## config.mk

```make
export PLATFORM = sky130hd
export DESIGN_NAME = mcm_fir2_accum
export DESIGN_NICKNAME = d
export VERILOG_FILES = /design/src/rtl/mcm_pkg.sv /design/src/rtl/mcm_fir2_accum_valid_delay.sv /design/src/rtl/mcm_fir2_accum.sv
export SDC_FILE = /design/constraint.sdc
export NUM_CORES = 1
export LEC_CHECK = 0
export ABC_AREA = 1
export CORE_MARGIN = 5
export CORE_UTILIZATION = 51
export CTS_BUF_LIST = sky130_fd_sc_hd__clkbuf_16
export DETAILED_ROUTE_END_ITERATION = 6
export PLACE_DENSITY = 0.91
export SETUP_SLACK_MARGIN = 0.05
export SLEW_MARGIN = 20
export SYNTH_ARGS = -nofsm -noshare
export SYNTH_HDL_FRONTEND = slang
export SYNTH_SLANG_ARGS = --single-unit
```

## constraint.sdc

```tcl
create_clock -name clk -period 1.96 [get_ports clk]
set_input_delay 0.196 -clock clk [delete_from_list [all_inputs] [get_ports clk]]
set_output_delay 0.196 -clock clk [all_outputs]
set_load 0.005 [all_outputs]
```

## src/rtl/mcm_pkg.sv

```systemverilog
// mcm_pkg: shared constants and helpers for the two-constant multiplier
// consumer path (y[n] = 974*x[n] + 25*x[n-1]).
//   C0, C1        : the two multiplier constants of the upstream block
//   X_W           : width of the raw sample x feeding the upstream block
//   *_DEF         : default widths of the product inputs and of the output
//   min_out_w()   : smallest signed width that holds the worst-case y
package mcm_pkg;

  localparam int C0 = 974;
  localparam int C1 = 25;
  localparam int X_W = 8;

  localparam int P0_W_DEF  = 18;
  localparam int P1_W_DEF  = 13;
  localparam int OUT_W_DEF = 19;

  // Worst case is every tap seeing the same extreme x, so the output
  // range is x_extreme * (c0 + c1). Constants are assumed non-negative.
  function automatic int min_out_w(input int xw, input int c0, input int c1);
    longint lo;
    longint hi;
    int     w;
    lo = -(longint'(1) <<< (xw - 1)) * longint'(c0 + c1);
    hi = ((longint'(1) <<< (xw - 1)) - 1) * longint'(c0 + c1);
    w  = 1;
    while ((w < 63) &&
           ((lo < -(longint'(1) <<< (w - 1))) ||
            (hi > ((longint'(1) <<< (w - 1)) - 1))))
      w = w + 1;
    return w;
  endfunction

endpackage

```

## src/rtl/mcm_fir2_accum_valid_delay.sv

```systemverilog
// valid_delay: DEPTH-stage shift register for a 1-bit valid flag.
//   clk   : clock, rising edge
//   rst   : synchronous active-high reset, clears all stages
//   flush : synchronous flush, clears all stages (including the bit
//           being shifted in this cycle)
//   d     : flag entering the pipe
//   q     : flag leaving the pipe, DEPTH cycles after d
module valid_delay #(
  parameter int DEPTH = 1
) (
  input  logic clk,
  input  logic rst,
  input  logic flush,
  input  logic d,
  output logic q
);

  logic [DEPTH-1:0] sr;

  // Stage-by-stage shift keeps DEPTH == 1 legal without special slicing.
  always_ff @(posedge clk) begin
    if (rst || flush) begin
      sr <= '0;
    end else begin
      sr[0] <= d;
      for (int i = 1; i < DEPTH; i++) sr[i] <= sr[i-1];
    end
  end

  assign q = sr[DEPTH-1];

endmodule

```

## src/rtl/mcm_fir2_accum.sv

```systemverilog
// mcm_fir2_accum: 2-tap transposed FIR y[n] = 974*x[n] + 25*x[n-1] built
// from the registered products of the upstream constant multiplier block,
// with the sample stream cut into frames of FRAME_LEN samples. Filter state
// is cleared at every frame boundary, so each frame starts with 974*x only.
//   clk, rst   : clock and synchronous active-high reset
//   in_valid   : x is presented to the upstream multiplier this cycle
//   clear      : synchronous flush of in-flight samples, state and counter
//   X_974      : signed 974*x, arriving MULT_LAT cycles after in_valid
//   X_25       : signed 25*x, same timing as X_974
//   y          : registered signed filter output
//   y_valid    : one-cycle pulse per output sample
//   y_last     : qualifies y_valid, marks the final sample of a frame
//   frame_cnt  : samples consumed in the current frame
//
// Handshake: valid-only streaming, there is no ready. A sample enters when
// in_valid is high and leaves exactly MULT_LAT+1 cycles later as a one-cycle
// y_valid pulse; y_last is meaningful only while y_valid is high. Full-rate
// input gives full-rate output.
module mcm_fir2_accum
  import mcm_pkg::*;
#(
  parameter int MULT_LAT  = 1,
  parameter int P0_W      = P0_W_DEF,
  parameter int P1_W      = P1_W_DEF,
  parameter int OUT_W     = OUT_W_DEF,
  parameter int FRAME_LEN = 16
) (
  input  logic             clk,
  input  logic             rst,
  input  logic             in_valid,
  input  logic             clear,
  input  logic [P0_W-1:0]  X_974,
  input  logic [P1_W-1:0]  X_25,
  output logic [OUT_W-1:0] y,
  output logic             y_valid,
  output logic             y_last,
  output logic [15:0]      frame_cnt
);

  // Elaboration-time parameter checks. The adder can grow one bit past its
  // widest operand, so OUT_W must also exceed P0_W, not only the range
  // reachable from 8-bit x.
  if (OUT_W < min_out_w(X_W, C0, C1)) begin : g_bad_out_range
    $error("mcm_fir2_accum: OUT_W too small for worst-case output");
  end
  if (OUT_W < P0_W + 1 || OUT_W < P1_W + 1) begin : g_bad_out_growth
    $error("mcm_fir2_accum: OUT_W must exceed both product widths");
  end
  if (MULT_LAT < 1 || MULT_LAT > 4) begin : g_bad_lat
    $error("mcm_fir2_accum: MULT_LAT out of range 1..4");
  end
  if (FRAME_LEN < 2 || FRAME_LEN > 65535) begin : g_bad_len
    $error("mcm_fir2_accum: FRAME_LEN out of range 2..65535");
  end

  localparam logic [15:0] LAST_IDX = 16'(FRAME_LEN - 1);

  // pv is high exactly when X_974/X_25 carry products of a valid x.
  logic pv;

  valid_delay #(
    .DEPTH (MULT_LAT)
  ) u_valid_delay (
    .clk   (clk),
    .rst   (rst),
    .flush (clear),
    .d     (in_valid),
    .q     (pv)
  );

  logic signed [P0_W-1:0]  p0;
  logic signed [P1_W-1:0]  p1;
  logic signed [P1_W-1:0]  z;
  logic signed [OUT_W-1:0] sum;
  logic                    at_last;

  assign p0 = X_974;
  assign p1 = X_25;

  // Size casts of signed operands sign-extend before the add.
  assign sum     = OUT_W'(p0) + OUT_W'(z);
  assign at_last = (frame_cnt == LAST_IDX);

  always_ff @(posedge clk) begin
    if (rst || clear) begin
      y         <= '0;
      y_valid   <= 1'b0;
      y_last    <= 1'b0;
      frame_cnt <= '0;
      z         <= '0;
    end else if (pv) begin
      y       <= sum;
      y_valid <= 1'b1;
      if (at_last) begin
        // Frame boundary: the next frame must not see this sample.
        z         <= '0;
        frame_cnt <= '0;
        y_last    <= 1'b1;
      end else begin
        z         <= p1;
        frame_cnt <= frame_cnt + 16'd1;
        y_last    <= 1'b0;
      end
    end else begin
      // Idle cycle: state and y hold so input gaps are harmless.
      y_valid <= 1'b0;
      y_last  <= 1'b0;
    end
  end

endmodule

```

==> impl_metrics.yaml, run 1 <==
grt:
  grt_pass1_vias: 3356
  track_usage_pct: 23.4
  grt_max_degree: 38
  grt_pass1_wl_um: 14800
  grt.overflow.total: 0
  antenna_found_initial: 0
floorplanning:
  coreArea_um2: 5960
  start_util_pct: 52.6
  dieArea_um2: 7800
  io_pins: 72
  die_h_um: 88.3
  die_w_um: 88.3
  rows: 28
cts:
  clk_latency_ps: 290
  clockBufferDepth: 2
  cts.sinks: 51
  cts_root_buffer: "clkbuf_16"
  clk_pin_slew_ps: 60
  cts_tree: "built"
  cts_htree_levels: 2
  cts_made_buffers: 5
final_layout:
  layout-drive-gt1-share_pct: 10.1
  final_nets: 632
  area_growth_pct: 35.0
  num_antenna_cells: 0
  fill_cells: 492
  fin_cells: 652
timing:
  hold_slack_ps: 465
  max_freq_mhz: 565
  skew_ps: 6.61
  setup_violations: 0
  tightest_slew_ps: 354
  hold_violations: 0
  finalSetupTns_ps: 0
  maxSlewHeadroom_pct: 76.2
  drv_slew: 0
  period_minus_slack_ps: 1770
  grt_setup_unrepaired: "true"
  post-route-period-util_pct: 90.3
synth:
  netlist_area_um2: 3130
  syn_nets: 543
  avgSynthCellArea_um2: 6.41
  netlist_instances: 488
  seq_area_frac_synth_pct: 32.6
  ys_warn_count: 0
  synthDistinctLibCells: 29
  ys_seq_elements: 51
pwr:
  ir_drop_v: 0.000519
  total_power_uw: 2240
  p_per_area_nw_per_um2: 531
  p_leak_uw: 0.00199
critical_path:
  crit_arrival_ps: 1950
  required_ps: 2140
  end_kind: "flip-flop"
  crit_type: "reg -> reg"
  r2r_cells: 8
  crit_fanout: 5
  start_kind: "flip-flop"
placement:
  dp_hpwl_um: 6670
  io_buffers: 71
  placedCellCount: 645
  place_congestion: 0.983
flow_run:
  drv_cap: 0
drt:
  dr.pass1.iters: 6
  drt-initial-drc-count: 167
  routedWlPerCell_um: 13.3
  drtAntennaViolNets: 0
  wl_um: 8670
  drc_errors: 0
  avgViaCountPerCell: 5.24
  vias: 3418
hold_path:
  worstHoldPathType: "in -> reg"
  whs_path_depth: 3
status:
  status: "completed"
cell usage after synthesis (all sizes together):
master  number  share of area, %
nand4        5               1.2
o21ai       27               4.3
xor2         4               1.1
clkbuf      10               1.2
dfxtp       51                33
and2         2              0.40
xnor2        3              0.84
fa           1              0.64
nor3        27               5.0
nor3b        1              0.24
a31oi        1              0.20
nand3       41               6.7
nor4         2              0.40
or2          6               1.2
buf          3              0.60
nand2      118                14
inv         65               7.8
a21oi       28               4.5
nor2        74               9.0
ha          19               7.6
state kept, by name (all words and copies together) (netlist names):
register and cells:
y 19, frame_cnt 16, z 13, u_valid_delay.q 1, y_last 1, y_valid 1
power breakdown:
part           total [uW]  switching [uW]  internal [uW]
clock network         832             366            466
registers            1070            13.0           1050
logic                 345             170            175
final timing paths:
check	start	to	slack, ps
max	z[7]	y[9]	190
max reg2reg	z[7]	y[9]	190
min reg2reg	y[0]	y[0]	470
min	in_valid	u_valid_delay.q	470
final cells by class:
| cell class | instances | area (um^2) | area share, % |
|---|---|---|---|
| timing repair buffer | 95 | 891 | 21.1 |
| sequential | 51 | 1020 | 24.2 |
| clock buffer | 5 | 125 | 2.96 |
| clock inverter | 2 | 13.8 | 0.326 |
| multi-input combinational | 359 | 1840 | 43.4 |
| tap | 75 | 93.8 | 2.22 |
| inverter | 65 | 244 | 5.77 |
cell usage in the layout, fill, tap and decap left out, drive strengths merged:
cell,n
nand3,41
fa,1
nor4,2
buf,24
nor3,27
o21ai,27
a31oi,1
nand4,5
or2,6
and2,2
inv,65
clkdlybuf4s50,71
xor2,4
xnor2,3
clkinv,2
a21oi,28
ha,19
nor2,74
clkbuf,5
nor3b,1
nand2,118
dfxtp,51
logic make-up (layout without fill, tap and decap cells):
group,count (synthesis),after routing,synth area share [%]
flip-flops,51,51,32.6
XOR/XNOR,7,7,1.96
buffers and inverters,78,167,9.59
AND/OR/NAND/NOR,276,276,38.6
adder cells (fa/ha/maj),20,20,8.23
AO/OA/AOI/OAI,56,56,8.99
per-layer routing:
layer / part of all wire (%) / GRT usage [%] / wire length, um
met1: 42 / 29.0 / 3670
met2: 48 / 40.3 / 4190
met3: 7.2 / 4.28 / 622
met4: 2.3 / 8.93 / 199
met5: 0 / 0 / 0
stage by stage:
stage / setup slack, ps / area [um^2] / util [%]
5_1_grt: 32.8 / 4230 / 71.0
6_report: 191 / 4230 / 71.0
4_1_cts: 93.9 / 4200 / 70.5
2_1_floorplan: 212 / 3130 / -
3_3_place_gp: -141 / 4060 / 68.2
3_5_place_dp: -203 / 4060 / 68.2
critical path: stages, from the launching register on:
cell and delay, ps:
dfxtp_1 330, ha_1 360, nand2_1 100, inv_1 70, a21oi_1 210, nand3_2 160, or2_2 310, nand3_1 70
nand2_1 50
what timing repair did:
item,in CTS,in global routing
endpoints found under the setup margin,0,8
gates resized for setup,0,10
hold buffers,0,0
endpoints found under the hold margin,0,0
buffers inserted,0,0
Note: power is estimated with default switching activity, not from simulation.
==> run 2, diff against run 1 <==
--- a/config.mk
+++ b/config.mk
@@ -6,7 +6,7 @@
 export NUM_CORES = 1
 export LEC_CHECK = 0
 export ABC_AREA = 1
-export CORE_MARGIN = 5
+export CORE_MARGIN = 3
 export CORE_UTILIZATION = 51
 export CTS_BUF_LIST = sky130_fd_sc_hd__clkbuf_16
 export DETAILED_ROUTE_END_ITERATION = 6
==> run 2 against run 1 <==
Against the previous run: final area grew 0.65%; core utilization grew 3.5 points; worst setup slack lost 39 ps; total power grew 12%; critical path depth is the same; cell count shrank 0.77%; largest cell class unchanged; non-clock buffer count shrank 3; critical endpoint unchanged; via count is essentially flat; fmax shrank 2.1%; largest power group is now clock; routed wire length grew 1.4%.
==> impl_metrics.yaml, run 2 (synthesized netlist as in run 1, its figures left out) <==
critical_path:
  path_cells: "ha_1 -> a21oi_2 -> nand2_1 -> nand2_1 -> nand3_1 -> or2_2 -> nand3_1 -> nand2_1"
  r2r-end: "y[9]"
  max_stage_delay_ps: 370
  crit_arrival_ps: 1990
  required_ps: 2140
  r2r_start: "z[4]"
  r2r_cells: 8
  start_kind: "flip-flop"
  end_kind: "flip-flop"
  path_common_cell: "nand2_1"
  crit_fanout: 4
  r2r_slack_ps: 150
  slowest_stage: "ha_1"
  crit_type: "reg -> reg"
drt:
  vias: 3420
  drt-initial-drc-count: 278
  drtAntennaViolNets: 0
  routedWlPerCell_um: 13.6
  avgViaCountPerCell: 5.29
  dr.pass1.iters: 4
  wl_um: 8790
  drc_errors: 0
final_layout:
  regMostFlops: "y"
  layout_commonest_cell: "nand2_1"
  final_nets: 629
  area_growth_pct: 35.9
  fill_cells: 427
  fin_area_um2: 4250
  largest_register_ffs: 19
  num_antenna_cells: 0
  layout-drive-gt1-share_pct: 9.39
  top_regs: "y (19), frame_cnt (16), z (13)"
  layout_common_cells: "nand2_1, nor2_1, clkdlybuf4s50_1"
status:
  status: "completed"
grt:
  grt_pass1_vias: 3192
  grt_pass1_wl_um: 14800
  grt_max_degree: 35
  grt.overflow.total: 0
  antenna_found_initial: 0
  track_usage_pct: 24.7
cts:
  clockBufferDepth: 2
  cts_made_buffers: 5
  clk_latency_ps: 290
  cts_htree_levels: 2
  clk_pin_slew_ps: 70
  cts_root_buffer: "clkbuf_16"
  cts.sinks: 51
  cts-hold-fix-buffers: 0
  cts_tree: "built"
hold_path:
  worstHoldPathType: "in -> reg"
  hold_path_startpoint: "in_valid"
  whs_path_depth: 3
  min_to: "u_valid_delay.q"
placement:
  dp_hpwl_um: 6410
  pre_cts_ws_ps: -219
  post_dp_cell_area_um2: 4030
  io_buffers: 71
  place_congestion: 0.920
floorplanning:
  coreArea_um2: 5710
  dieArea_um2: 7110
  die_h_um: 84.3
  io_pins: 72
  die_w_um: 84.3
  start_util_pct: 54.8
  rows: 27
pwr:
  p_sw_uw: 561
  combPwrFrac_pct: 13.6
  pwr-share-clk_pct: 43.9
  p_leak_uw: 0.00199
  ir_drop_v: 0.000456
  p_seq_share_pct: 42.4
  p_per_area_nw_per_um2: 590
  p_int_uw: 1950
  p_sw_share_pct: 22.3
timing:
  post-route-period-util_pct: 92.2
  drv_slew: 0
  setup_ws_ps: 152
  finalSetupTns_ps: 0
  max_freq_mhz: 553
  period_minus_slack_ps: 1810
  maxSlewHeadroom_pct: 70.4
  grt_setup_unrepaired: "true"
  setup_violations: 0
  tightest_slew_ps: 444
  skew_ps: 5.58
  hold_violations: 0
flow_run:
  drv_cap: 0
## run 2: changes by cell type in the layout (fill, tap and decap cells not counted), sizes merged
cell	before	now
bufinv	0	2
buf	24	21
clkinv	2	0
inv	65	66
## run 2: worst max-delay path: cells and delay by family, from the launching register on
family	cells	cell delay [ps]
flops	1	340
fa+ha+maj	1	370
simple gates	6	780
compound gates	1	210
## run 2: how the worst max path moves through the flow
stage / startpoint / slack, ps / to
floorplan: z[0] / 210 / y[16]
global placement: X_974[0] / -140 / y[16]
detailed placement: X_974[0] / -220 / y[16]
CTS: X_974[0] / 80 / y[16]
global route: z[4] / 20 / y[10]
finish: z[4] / 150 / y[9]
## run 2: power by group through the flow
stage	Combinational [uW]	Clock (uW)	Sequential (uW)
3_5_place_dp	331	0	1090
2_1_floorplan	175	0	1080
3_3_place_gp	324	0	1090
5_1_grt	379	1160	1070
4_1_cts	334	1120	1060
6_report	343	1100	1070
## run 2: stage by stage
| stage | cells | util (%) | total power (uW) | hold slack, ps |
|---|---|---|---|---|
| floorplan | 488 | - | 1260 | 308 |
| detailed placement | 638 | 70.5 | 1420 | 454 |
| global placement | 638 | 70.5 | 1410 | 452 |
| finish | 647 | 74.5 | 2510 | 442 |
| global route | 647 | 74.5 | 2600 | 468 |
| CTS | 646 | 73.8 | 2510 | 439 |
## run 2: area by class of cell
cell class	count	area (um^2)	area share [%]
clock buffer	5	125	2.94
clock inverter	3	63.8	1.50
tap	72	90.1	2.12
multi-input combinational	359	1840	43.3
inverter	65	244	5.74
timing repair buffer	92	868	20.4
sequential	51	1020	24.0
## run 2: per-layer routing
layer | up-vias | global-route usage (%) | part of all wire (%)
met2 | 119 | 41.5 | 47
li1 | 1739 | - | -
met4 | 0 | 6.47 | 1.4
met3 | 14 | 4.22 | 6.0
met1 | 1548 | 32.8 | 45
met5 | - | 0 | 0
## run 2: repair_timing
action / 4_1_cts / 5_1_grt
resized for setup: 0 / 9
setup buffers: 0 / 1
setup endpoints to repair: 0 / 7
==> run 3, diff against run 2 <==
--- a/config.mk
+++ b/config.mk
@@ -16,3 +16,4 @@
 export SYNTH_ARGS = -nofsm -noshare
 export SYNTH_HDL_FRONTEND = slang
 export SYNTH_SLANG_ARGS = --single-unit
+export TNS_END_PERCENT = 100
==> results of run 3 <==
Same layout as run 2: the final DEF is identical, and so are final timing and power.
